$ cat src/rtl/train_pkg.sv
// Shared definitions for the train motion sequencer and the duration-lookup logic.
package train_pkg;

    // Present-state codes. The duration lookup decodes these same values.
    typedef enum logic [3:0] {
        ST_IDLE   = 4'b0000,
        ST_CHECK  = 4'b0010,
        ST_ACCEL  = 4'b0011,
        ST_CRUISE = 4'b0100,
        ST_BRAKE  = 4'b0101,
        ST_DOOR   = 4'b0110,
        ST_ESTOP  = 4'b1111
    } state_e;

    // Default phase durations (ms) and timing setup.
    localparam int CLK_PER_MS_DEF = 50000;
    localparam int T_ACCEL_DEF    = 2000;
    localparam int T_CRUISE_DEF   = 1000;
    localparam int T_BRAKE_DEF    = 2000;
    localparam int T_DOOR_DEF     = 3000;
    localparam int TW_DEF         = 19;

    // States whose dwell time is governed by the millisecond timer.
    function automatic logic is_timed(state_e s);
        return (s == ST_ACCEL) || (s == ST_CRUISE) || (s == ST_BRAKE) || (s == ST_DOOR);
    endfunction

endpackage

$ cat src/rtl/train_sequencer_ms_timer.sv
// Millisecond prescaler plus loadable, saturating down-counter of remaining ms.
module ms_timer
    import train_pkg::*;
#(
    parameter int CLK_PER_MS = CLK_PER_MS_DEF,
    parameter int TW         = TW_DEF
) (
    input  logic          clk_i,
    input  logic          reset_i,
    input  logic          load_i,
    input  logic [TW-1:0] load_val_i,
    output logic [TW-1:0] t_left_o,
    output logic          done_o
);

    // A one-cycle-per-ms setting still needs a 1-bit prescaler register.
    localparam int            PW        = (CLK_PER_MS > 1) ? $clog2(CLK_PER_MS) : 1;
    localparam logic [PW-1:0] PRESC_MAX = PW'(CLK_PER_MS - 1);

    logic [PW-1:0] presc_q, presc_d;
    logic [TW-1:0] t_left_q, t_left_d;
    logic          tick;

    assign tick     = (presc_q == PRESC_MAX);
    assign t_left_o = t_left_q;
    assign done_o   = (t_left_q == '0);

    // Next prescaler / counter value; a load restarts the millisecond from zero.
    always_comb begin
        presc_d  = tick ? '0 : presc_q + PW'(1);
        t_left_d = t_left_q;
        if (load_i) begin
            presc_d  = '0;
            t_left_d = load_val_i;
        end else if (tick && (t_left_q != '0)) begin
            t_left_d = t_left_q - TW'(1);
        end
    end

    // Timer registers with synchronous reset.
    always_ff @(posedge clk_i) begin
        if (reset_i) begin
            presc_q  <= '0;
            t_left_q <= '0;
        end else begin
            presc_q  <= presc_d;
            t_left_q <= t_left_d;
        end
    end

endmodule

$ cat src/rtl/train_sequencer.sv
// Train motion sequencer: idle -> check -> accel -> cruise -> brake -> door -> idle,
// with emergency stop overriding every non-idle phase.
//
// state  | meaning
// IDLE   | parked, waiting for start (ignored while estop held)
// CHECK  | one-cycle pre-departure check
// ACCEL  | traction on for T_ACCEL ms
// CRUISE | traction on for at least T_CRUISE ms, leaves when station seen
// BRAKE  | brakes on for T_BRAKE ms
// DOOR   | doors open for T_DOOR ms
// ESTOP  | brakes on; leaves to IDLE on start with estop released
module train_sequencer
    import train_pkg::*;
#(
    parameter int CLK_PER_MS = CLK_PER_MS_DEF,
    parameter int T_ACCEL    = T_ACCEL_DEF,
    parameter int T_CRUISE   = T_CRUISE_DEF,
    parameter int T_BRAKE    = T_BRAKE_DEF,
    parameter int T_DOOR     = T_DOOR_DEF,
    parameter int TW         = TW_DEF
) (
    input  logic          clk,
    input  logic          reset,
    input  logic          start,
    input  logic          station_sensor,
    input  logic          estop,
    output logic [3:0]    present_state,
    output logic [TW-1:0] t_left,
    output logic          motor_en,
    output logic          brake_en,
    output logic          door_open,
    output logic          busy
);

    state_e        state_q, state_d;
    logic          timer_load;
    logic [TW-1:0] timer_val;
    logic          timer_done;
    logic          motor_en_q, brake_en_q, door_open_q, busy_q;

    assign present_state = state_q;
    assign motor_en      = motor_en_q;
    assign brake_en      = brake_en_q;
    assign door_open     = door_open_q;
    assign busy          = busy_q;

    // Next-state logic; estop outranks every other condition outside IDLE.
    always_comb begin
        state_d = state_q;
        case (state_q)
            ST_IDLE: begin
                if (start && !estop) state_d = ST_CHECK;
            end
            ST_CHECK: begin
                state_d = estop ? ST_ESTOP : ST_ACCEL;
            end
            ST_ACCEL: begin
                if (estop)           state_d = ST_ESTOP;
                else if (timer_done) state_d = ST_CRUISE;
            end
            ST_CRUISE: begin
                if (estop)                             state_d = ST_ESTOP;
                else if (timer_done && station_sensor) state_d = ST_BRAKE;
            end
            ST_BRAKE: begin
                if (estop)           state_d = ST_ESTOP;
                else if (timer_done) state_d = ST_DOOR;
            end
            ST_DOOR: begin
                if (estop)           state_d = ST_ESTOP;
                else if (timer_done) state_d = ST_IDLE;
            end
            ST_ESTOP: begin
                if (!estop && start) state_d = ST_IDLE;
            end
            default: state_d = ST_ESTOP;
        endcase
    end

    // Load the phase duration on entry; untimed states hold the counter at zero.
    always_comb begin
        timer_load = (state_d != state_q) || !is_timed(state_d);
        case (state_d)
            ST_ACCEL:  timer_val = TW'(T_ACCEL);
            ST_CRUISE: timer_val = TW'(T_CRUISE);
            ST_BRAKE:  timer_val = TW'(T_BRAKE);
            ST_DOOR:   timer_val = TW'(T_DOOR);
            default:   timer_val = '0;
        endcase
    end

    ms_timer #(
        .CLK_PER_MS (CLK_PER_MS),
        .TW         (TW)
    ) u_timer (
        .clk_i      (clk),
        .reset_i    (reset),
        .load_i     (timer_load),
        .load_val_i (timer_val),
        .t_left_o   (t_left),
        .done_o     (timer_done)
    );

    // State register and enables registered from the next state so they track present_state.
    always_ff @(posedge clk) begin
        if (reset) begin
            state_q     <= ST_IDLE;
            motor_en_q  <= 1'b0;
            brake_en_q  <= 1'b0;
            door_open_q <= 1'b0;
            busy_q      <= 1'b0;
        end else begin
            state_q     <= state_d;
            motor_en_q  <= (state_d == ST_ACCEL) || (state_d == ST_CRUISE);
            brake_en_q  <= (state_d == ST_BRAKE) || (state_d == ST_ESTOP);
            door_open_q <= (state_d == ST_DOOR);
            busy_q      <= (state_d != ST_IDLE);
        end
    end

endmodule

$ cat config.mk
export PLATFORM = sky130hd
export DESIGN_NAME = train_sequencer
export DESIGN_NICKNAME = d
export VERILOG_FILES = /design/src/rtl/train_pkg.sv /design/src/rtl/train_sequencer_ms_timer.sv /design/src/rtl/train_sequencer.sv
export SDC_FILE = /design/constraint.sdc
export NUM_CORES = 1
export LEC_CHECK = 0
export ABC_AREA = 1
export CAP_MARGIN = 20
export CORE_UTILIZATION = 38
export DETAILED_ROUTE_END_ITERATION = 12
export DONT_BUFFER_PORTS = 1
export HOLD_SLACK_MARGIN = 0.05
export PLACE_DENSITY = 0.63
export SLEW_MARGIN = 30
export SYNTH_ARGS = -nofsm -noshare
export SYNTH_HDL_FRONTEND = slang
export SYNTH_SLANG_ARGS = --single-unit
$ cat constraint.sdc
create_clock -name clk -period 2.65 [get_ports clk]
set_input_delay 0 -clock clk [delete_from_list [all_inputs] [get_ports clk]]
set_output_delay 0 -clock clk [all_outputs]
set_load 0.005 [all_outputs]
==> results.json, run 1 <==
{
  "hold_end": "present_state[3]",
  "vias_per_cell": 5.02,
  "port_buffers": 0,
  "slew_headroom_pct": 63.7,
  "syn_area_per_cell_um2": 7.06,
  "cts_setup_buffers": 0,
  "path_cells": "inv_1, ha_1, nand2_2, nor2_8, nand4_1, a21oi_2, nand2_1, inv_1, nand2_1, nand3_4, nand3_2, inv_1, nor2_1, nor2_1",
  "netlist_area_mm2": 0.00252,
  "yosys-top-cells-area": "dfxtp_1 (34%), nand2_1 (9.8%), nor2_1 (9.2%), inv_1 (6.8%), xor2_1 (5.9%)",
  "final_max_slew_viol_count": 0,
  "worstMarginPinSlew_ns": 0.544,
  "die_y_um": 83.5,
  "path_clk_slew_ns": 0.09,
  "crit_path_start_kind": "register",
  "hold_depth": 4,
  "whs_ns": 0.0873,
  "syn-num-nets": 364,
  "critical-path-top-delay-family": "simple AND/OR/NAND/NOR gates",
  "insertedDiodeCount": 0,
  "finalPower_w": 0.00293,
  "min-delay-path-class": "in2reg",
  "cts_tree": "built",
  "gp_congestion": 0.885,
  "insertion_delay_ns": 0.30,
  "dp_hpwl_um": 4160,
  "routed_wl_um": 5520,
  "core.rowCount": 29,
  "cts_buffer_depth": 2,
  "crit_top_cell": "inv_1",
  "antenna_found_initial": 0,
  "cts.sinks": 43,
  "die_w_um": 83.5,
  "reg2reg_to": "u_timer.t_left_o[8]",
  "drc": 0,
  "status": "finished clean",
  "finalSetupViolations": 0,
  "hold_viol_final": 0,
  "start_util_pct": 39.5,
  "synthToLayoutAreaGrowth_pct": 10.2,
  "min_from": "estop",
  "tns_ns": 0,
  "powerDensity_mw_per_mm2": 1050,
  "rsz0062_at_grt": "true",
  "first_global_vias": 2141,
  "ys_seq_area_share_pct": 34.1,
  "critPathRequiredTime_ns": 2.88,
  "coreArea_mm2": 0.00639,
  "cts_buffers": 5,
  "overflow": 0,
  "h-tree-depth": 2,
  "synth_top_area_share_pct": 34.1,
  "drt-initial-drc-count": 111,
  "crit_path_end_kind": "register",
  "layout_common_cells": "nand2_1 (66), nor2_1 (62), inv_1 (46)",
  "drv_cap": 0,
  "final_nets": 377,
  "layout-drive-gt1-share_pct": 15.6,
  "grt_use_total_pct": 16.5,
  "ir_drop_v": 0.000515,
  "drtAntennaViolNets": 0,
  "fin_crit_ns": 2.41,
  "drt_pass1_iterations": 4,
  "yosysWarnings": 0,
  "async_flop_share_pct": 0,
  "drt-wirelength-per-cell_um": 12.3,
  "die-area_mm2": 0.00696,
  "reg2reg_slack_ns": 0.24,
  "synth_top_area_cell": "dfxtp_1",
  "max_stage_delay_ns": 0.35,
  "clock_skew_ns": 0.0100,
  "grt_max_degree": 17,
  "reg2reg_depth": 14,
  "cts_root_buffer": "clkbuf_8",
  "synth_edf_count": 0,
  "worst-path-buf-inv": 3,
  "synth_seq_cells": 43,
  "synth_cells": 357,
  "crit_slowest_cell": "dfxtp_1",
  "r2r_start": "u_timer.t_left_o[0]",
  "crit_arrival_ns": 2.64,
  "fmax_ghz": 0.415,
  "vias": 2248,
  "grt_pass1_wl_um": 9520,
  "synth_ff_type": "dfxtp_1",
  "io_pins": 32,
  "yosys.cell_types.count": 30,
  "final_common_cell": "nand2_1",
  "p_leak_nw": 1.24,
  "cp_max_fo": 10,
  "crit_type": "reg2reg",
  "finalCritPeriodShare_pct": 90.8
}
## through the flow
| step | cells | area (um2) | util, % | setup WS, ns |
|---|---|---|---|---|
| final | 448 | 2780 | 43.5 | 0.243 |
| after global placement | 438 | 2640 | 41.4 | 0.242 |
| after global routing | 448 | 2780 | 43.5 | 0.00216 |
| after floorplan | 357 | 2520 | - | 0.494 |
| after CTS | 447 | 2760 | 43.2 | 0.170 |
| after detailed placement | 438 | 2640 | 41.4 | 0.195 |
## cell usage after synthesis, types with 3 or more instances
cell type / count
a21oi_1: 14
dfxtp_1: 43
inv_1: 46
nand2_1: 66
nand2_2: 6
nand3_1: 24
nand3_2: 4
nand4_1: 11
nor2_1: 62
nor2_2: 14
nor3_1: 6
nor4_1: 3
o21ai_0: 10
xnor2_1: 8
xor2_1: 17
## logic make-up (layout without fill, tap and decap cells)
kind of cell	count (synthesis)	after routing	synth area share (%)
simple gates	209	210	41.9
compound gates	26	26	5.86
buf+inv	52	65	8.44
xor+xnor	25	25	8.68
fa+ha+maj	2	2	0.992
flops	43	43	34.1
## layout make-up
type	count	area, um2
tap	77	96.3
sequential	43	861
fill	665	3610
inverter	49	186
clock buffer	7	96.3
multi-input combinational	263	1470
timing repair buffer	8	62.6
clock inverter	1	7.51
## per-layer routing
layer / vias to the layer above / global-route usage (%) / wire length [um]
met1: 1024 / 20.4 / 2490
met4: 0 / 6.16 / 82
li1: 1158 / - / -
met2: 60 / 27.9 / 2670
met5: - / 0 / 0
met3: 6 / 3.76 / 283
## worst register-to-register path, stage by stage, from the launching register on
cell and delay (ns):
dfxtp_1 0.35, inv_1 0.12, ha_1 0.21, nand2_2 0.12, nor2_8 0.18, nand4_1 0.15
a21oi_2 0.17, nand2_1 0.13, inv_1 0.10, nand2_1 0.13, nand3_4 0.13, nand3_2 0.20
inv_1 0.18, nor2_1 0.07, nor2_1 0.10
## how the worst max path moves through the flow
stage / start / to / slack (ns) / cells past startpoint
5_1_grt: u_timer.t_left_o[0] / u_timer.t_left_o[0] / 0.002 / 14
6_report: u_timer.t_left_o[0] / u_timer.t_left_o[8] / 0.24 / 14
4_1_cts: u_timer.t_left_o[0] / u_timer.presc_q[4] / 0.17 / 14
3_5_place_dp: u_timer.t_left_o[0] / u_timer.presc_q[9] / 0.19 / 14
3_3_place_gp: u_timer.t_left_o[0] / u_timer.presc_q[4] / 0.24 / 14
2_1_floorplan: u_timer.t_left_o[0] / u_timer.presc_q[15] / 0.49 / 14
## flip-flops by register name, summed over array words and instances, names as in the netlist
name	count
u_timer.t_left_o	19
present_state	4
door_open	1
brake_en	1
busy	1
motor_en	1
u_timer.presc_q	16
## where the power goes
group | internal (W) | switching (W) | total (W) | leakage [nW]
clock network | 0.000237 | 0.000229 | 0.000467 | 0.0505
registers | 0.000743 | 0.000129 | 0.000872 | 0.350
logic | 0.000529 | 0.00106 | 0.00159 | 0.841
## timing repair
item,4_1_cts,5_1_grt
endpoints found under the hold margin,6,0
setup endpoints to repair,0,5
gates resized for setup,0,1
hold buffers,1,0
(Power assumes the default switching activity.)
==> inputs of run 2 (changes only) <==
PLACE_DENSITY = 0.59   (was 0.63)
RECOVER_POWER = 50   (was unset)
==> run 2 against run 1 <==
  * Total power fell by 0.89%
  * Clock skew down 0.0030 ns
  * Worst setup slack got worse by 0.030 ns
  * Via count down 2.4%
  * Critical path depth is 1 lower
  * Register-to-register slack got worse by 0.03 ns
  * Wire length is 0.53% lower
  * Highest routed layer unchanged
==> results.json, run 2 (synthesis gave the netlist of run 1 again) <==
{
  "status": "finished clean",
  "overflow": 0,
  "tns_ns": 0,
  "fin_crit_ns": 2.44,
  "dp.cells": 438,
  "final_common_cell": "nand2_1",
  "crit_path_end_kind": "register",
  "fmax_ghz": 0.410,
  "die_y_um": 83.5,
  "powerDensity_mw_per_mm2": 1050,
  "fillers": 652,
  "layout_common_cells": "nand2_1 (66), nor2_1 (62), inv_1 (46)",
  "drt_pass1_iterations": 4,
  "p_leak_nw": 1.24,
  "fin_util_pct": 43.2,
  "grt_use_total_pct": 16.2,
  "crit_arrival_ns": 2.63,
  "ir_drop_v": 0.000450,
  "cts_tree": "built",
  "vias": 2195,
  "hold_viol_final": 0,
  "crit_path_start_kind": "register",
  "die_w_um": 83.5,
  "drv_cap": 0,
  "insertedDiodeCount": 0,
  "finalCritPeriodShare_pct": 92.0,
  "synthToLayoutAreaGrowth_pct": 9.53,
  "path_clk_slew_ns": 0.09,
  "core.rowCount": 29,
  "slew_headroom_pct": 62.2,
  "drt-wirelength-per-cell_um": 12.3,
  "die-area_mm2": 0.00696,
  "max_stage_delay_ns": 0.35,
  "path_cells": "inv_1, ha_1, nand2_2, nor2_8, nand4_1, a21oi_2, nand2_1, nand3_1, nand3_4, nand3_2, inv_1, nor2_1, nor2_1",
  "clock_skew_ns": 0.00701,
  "io_pins": 32,
  "grt_max_degree": 17,
  "rsz0062_at_grt": "false",
  "drtAntennaViolNets": 0,
  "grt_pass1_wl_um": 9320,
  "final_max_slew_viol_count": 0,
  "worstMarginPinSlew_ns": 0.567,
  "critPathRequiredTime_ns": 2.85,
  "power.share.clock_pct": 14.3,
  "pwr-share-seq_pct": 30.3,
  "drc": 0,
  "coreArea_mm2": 0.00639,
  "cts_root_buffer": "clkbuf_8",
  "drt-initial-drc-count": 109,
  "switching_share_pct": 49.8,
  "crit_slowest_cell": "dfxtp_1",
  "largest_reg_flops": 19,
  "dp_hpwl_um": 4100,
  "worst-path-buf-inv": 2,
  "instances_no_fill": 448,
  "final_nets": 377,
  "cts.sinks": 43,
  "h-tree-depth": 2,
  "cp_max_fo": 10,
  "first_global_vias": 2093,
  "antenna_found_initial": 0,
  "start_util_pct": 39.5,
  "layout-drive-gt1-share_pct": 15.4,
  "cts_buffer_depth": 2,
  "insertion_delay_ns": 0.30,
  "critical-path-top-delay-family": "simple AND/OR/NAND/NOR gates",
  "routed_wl_um": 5490,
  "port_buffers": 0,
  "finalSetupViolations": 0,
  "cts_setup_buffers": 0,
  "crit_type": "reg2reg",
  "vias_per_cell": 4.90,
  "intPower_w": 0.00146,
  "gp_congestion": 0.846,
  "power_frac_comb_pct": 55.3,
  "min-delay-path-class": "in2reg",
  "cts_buffers": 5,
  "switching_power_w": 0.00145,
  "reg2reg_slack_ns": 0.21
}
run 2: changes by cell type in the layout (fill, tap and decap cells not counted):
cell and delta:
nand2_2 -1, clkbuf_8 -2, nand2_4 +1, clkbuf_1 +2, dfxtp_1 -1, dfxtp_2 +1, clkinv_2 +1, buf_4 -1
run 2: metal layers:
layer | GRT usage [%] | vias up | wire length [um] | share of wire [%]
li1 | - | 1157 | - | -
met1 | 19.8 | 1003 | 2520 | 46
met2 | 28.8 | 29 | 2740 | 50
met3 | 3.36 | 6 | 170 | 3.1
met4 | 4.78 | 0 | 63 | 1.1
met5 | 0 | - | 0 | 0
run 2: power groups by stage:
stage	sequential [W]	clock [W]	combinational (W)
final	0.000880	0.000416	0.00161
after global routing	0.000895	0.000451	0.00181
after floorplan	0.000850	0	0.00133
after detailed placement	0.000895	0	0.00158
after global placement	0.000897	0	0.00157
after CTS	0.000880	0.000428	0.00159
run 2: layout make-up:
| cell class | instances | area [um2] | area share, % |
|---|---|---|---|
| Clock buffer | 6 | 72.6 | 2.63 |
| Clock inverter | 2 | 12.5 | 0.453 |
| Inverter | 49 | 186 | 6.75 |
| Multi-Input combinational cell | 263 | 1470 | 53.3 |
| Sequential cell | 43 | 862 | 31.2 |
| Tap cell | 77 | 96.3 | 3.49 |
| Timing Repair Buffer | 8 | 58.8 | 2.13 |
run 2: path summary, 6_finish.rpt:
path | start | endpoint | depth (start not counted)
worst min-delay path | estop | present_state[2] | 6
worst max register to register | u_timer.t_left_o[0] | u_timer.t_left_o[7] | 13
worst max-delay path | u_timer.t_left_o[0] | u_timer.t_left_o[7] | 13
worst min register to register | u_timer.presc_q[0] | u_timer.presc_q[0] | 1
run 2: through the flow:
step	area, um2	setup slack (ns)	power [W]	hold WS (ns)
6_report	2760	0.213	0.00290	0.0904
5_1_grt	2760	0.0165	0.00316	0.141
4_1_cts	2740	0.127	0.00290	0.0776
3_5_place_dp	2640	0.152	0.00248	0.0766
3_3_place_gp	2640	0.233	0.00247	0.0747
2_1_floorplan	2520	0.494	0.00218	0.0691
run 2: repair_timing:
item,4_1_cts,5_1_grt
hold buffers,1,0
setup endpoints to repair,0,18
gates resized for setup,0,3
hold endpoints to repair,6,0
run 2: tightest hold or removal path, delay by kind of cell:
kind	cells	cell delay, ns
buffers and inverters	1	0.04
AND/OR/NAND/NOR	5	0.32
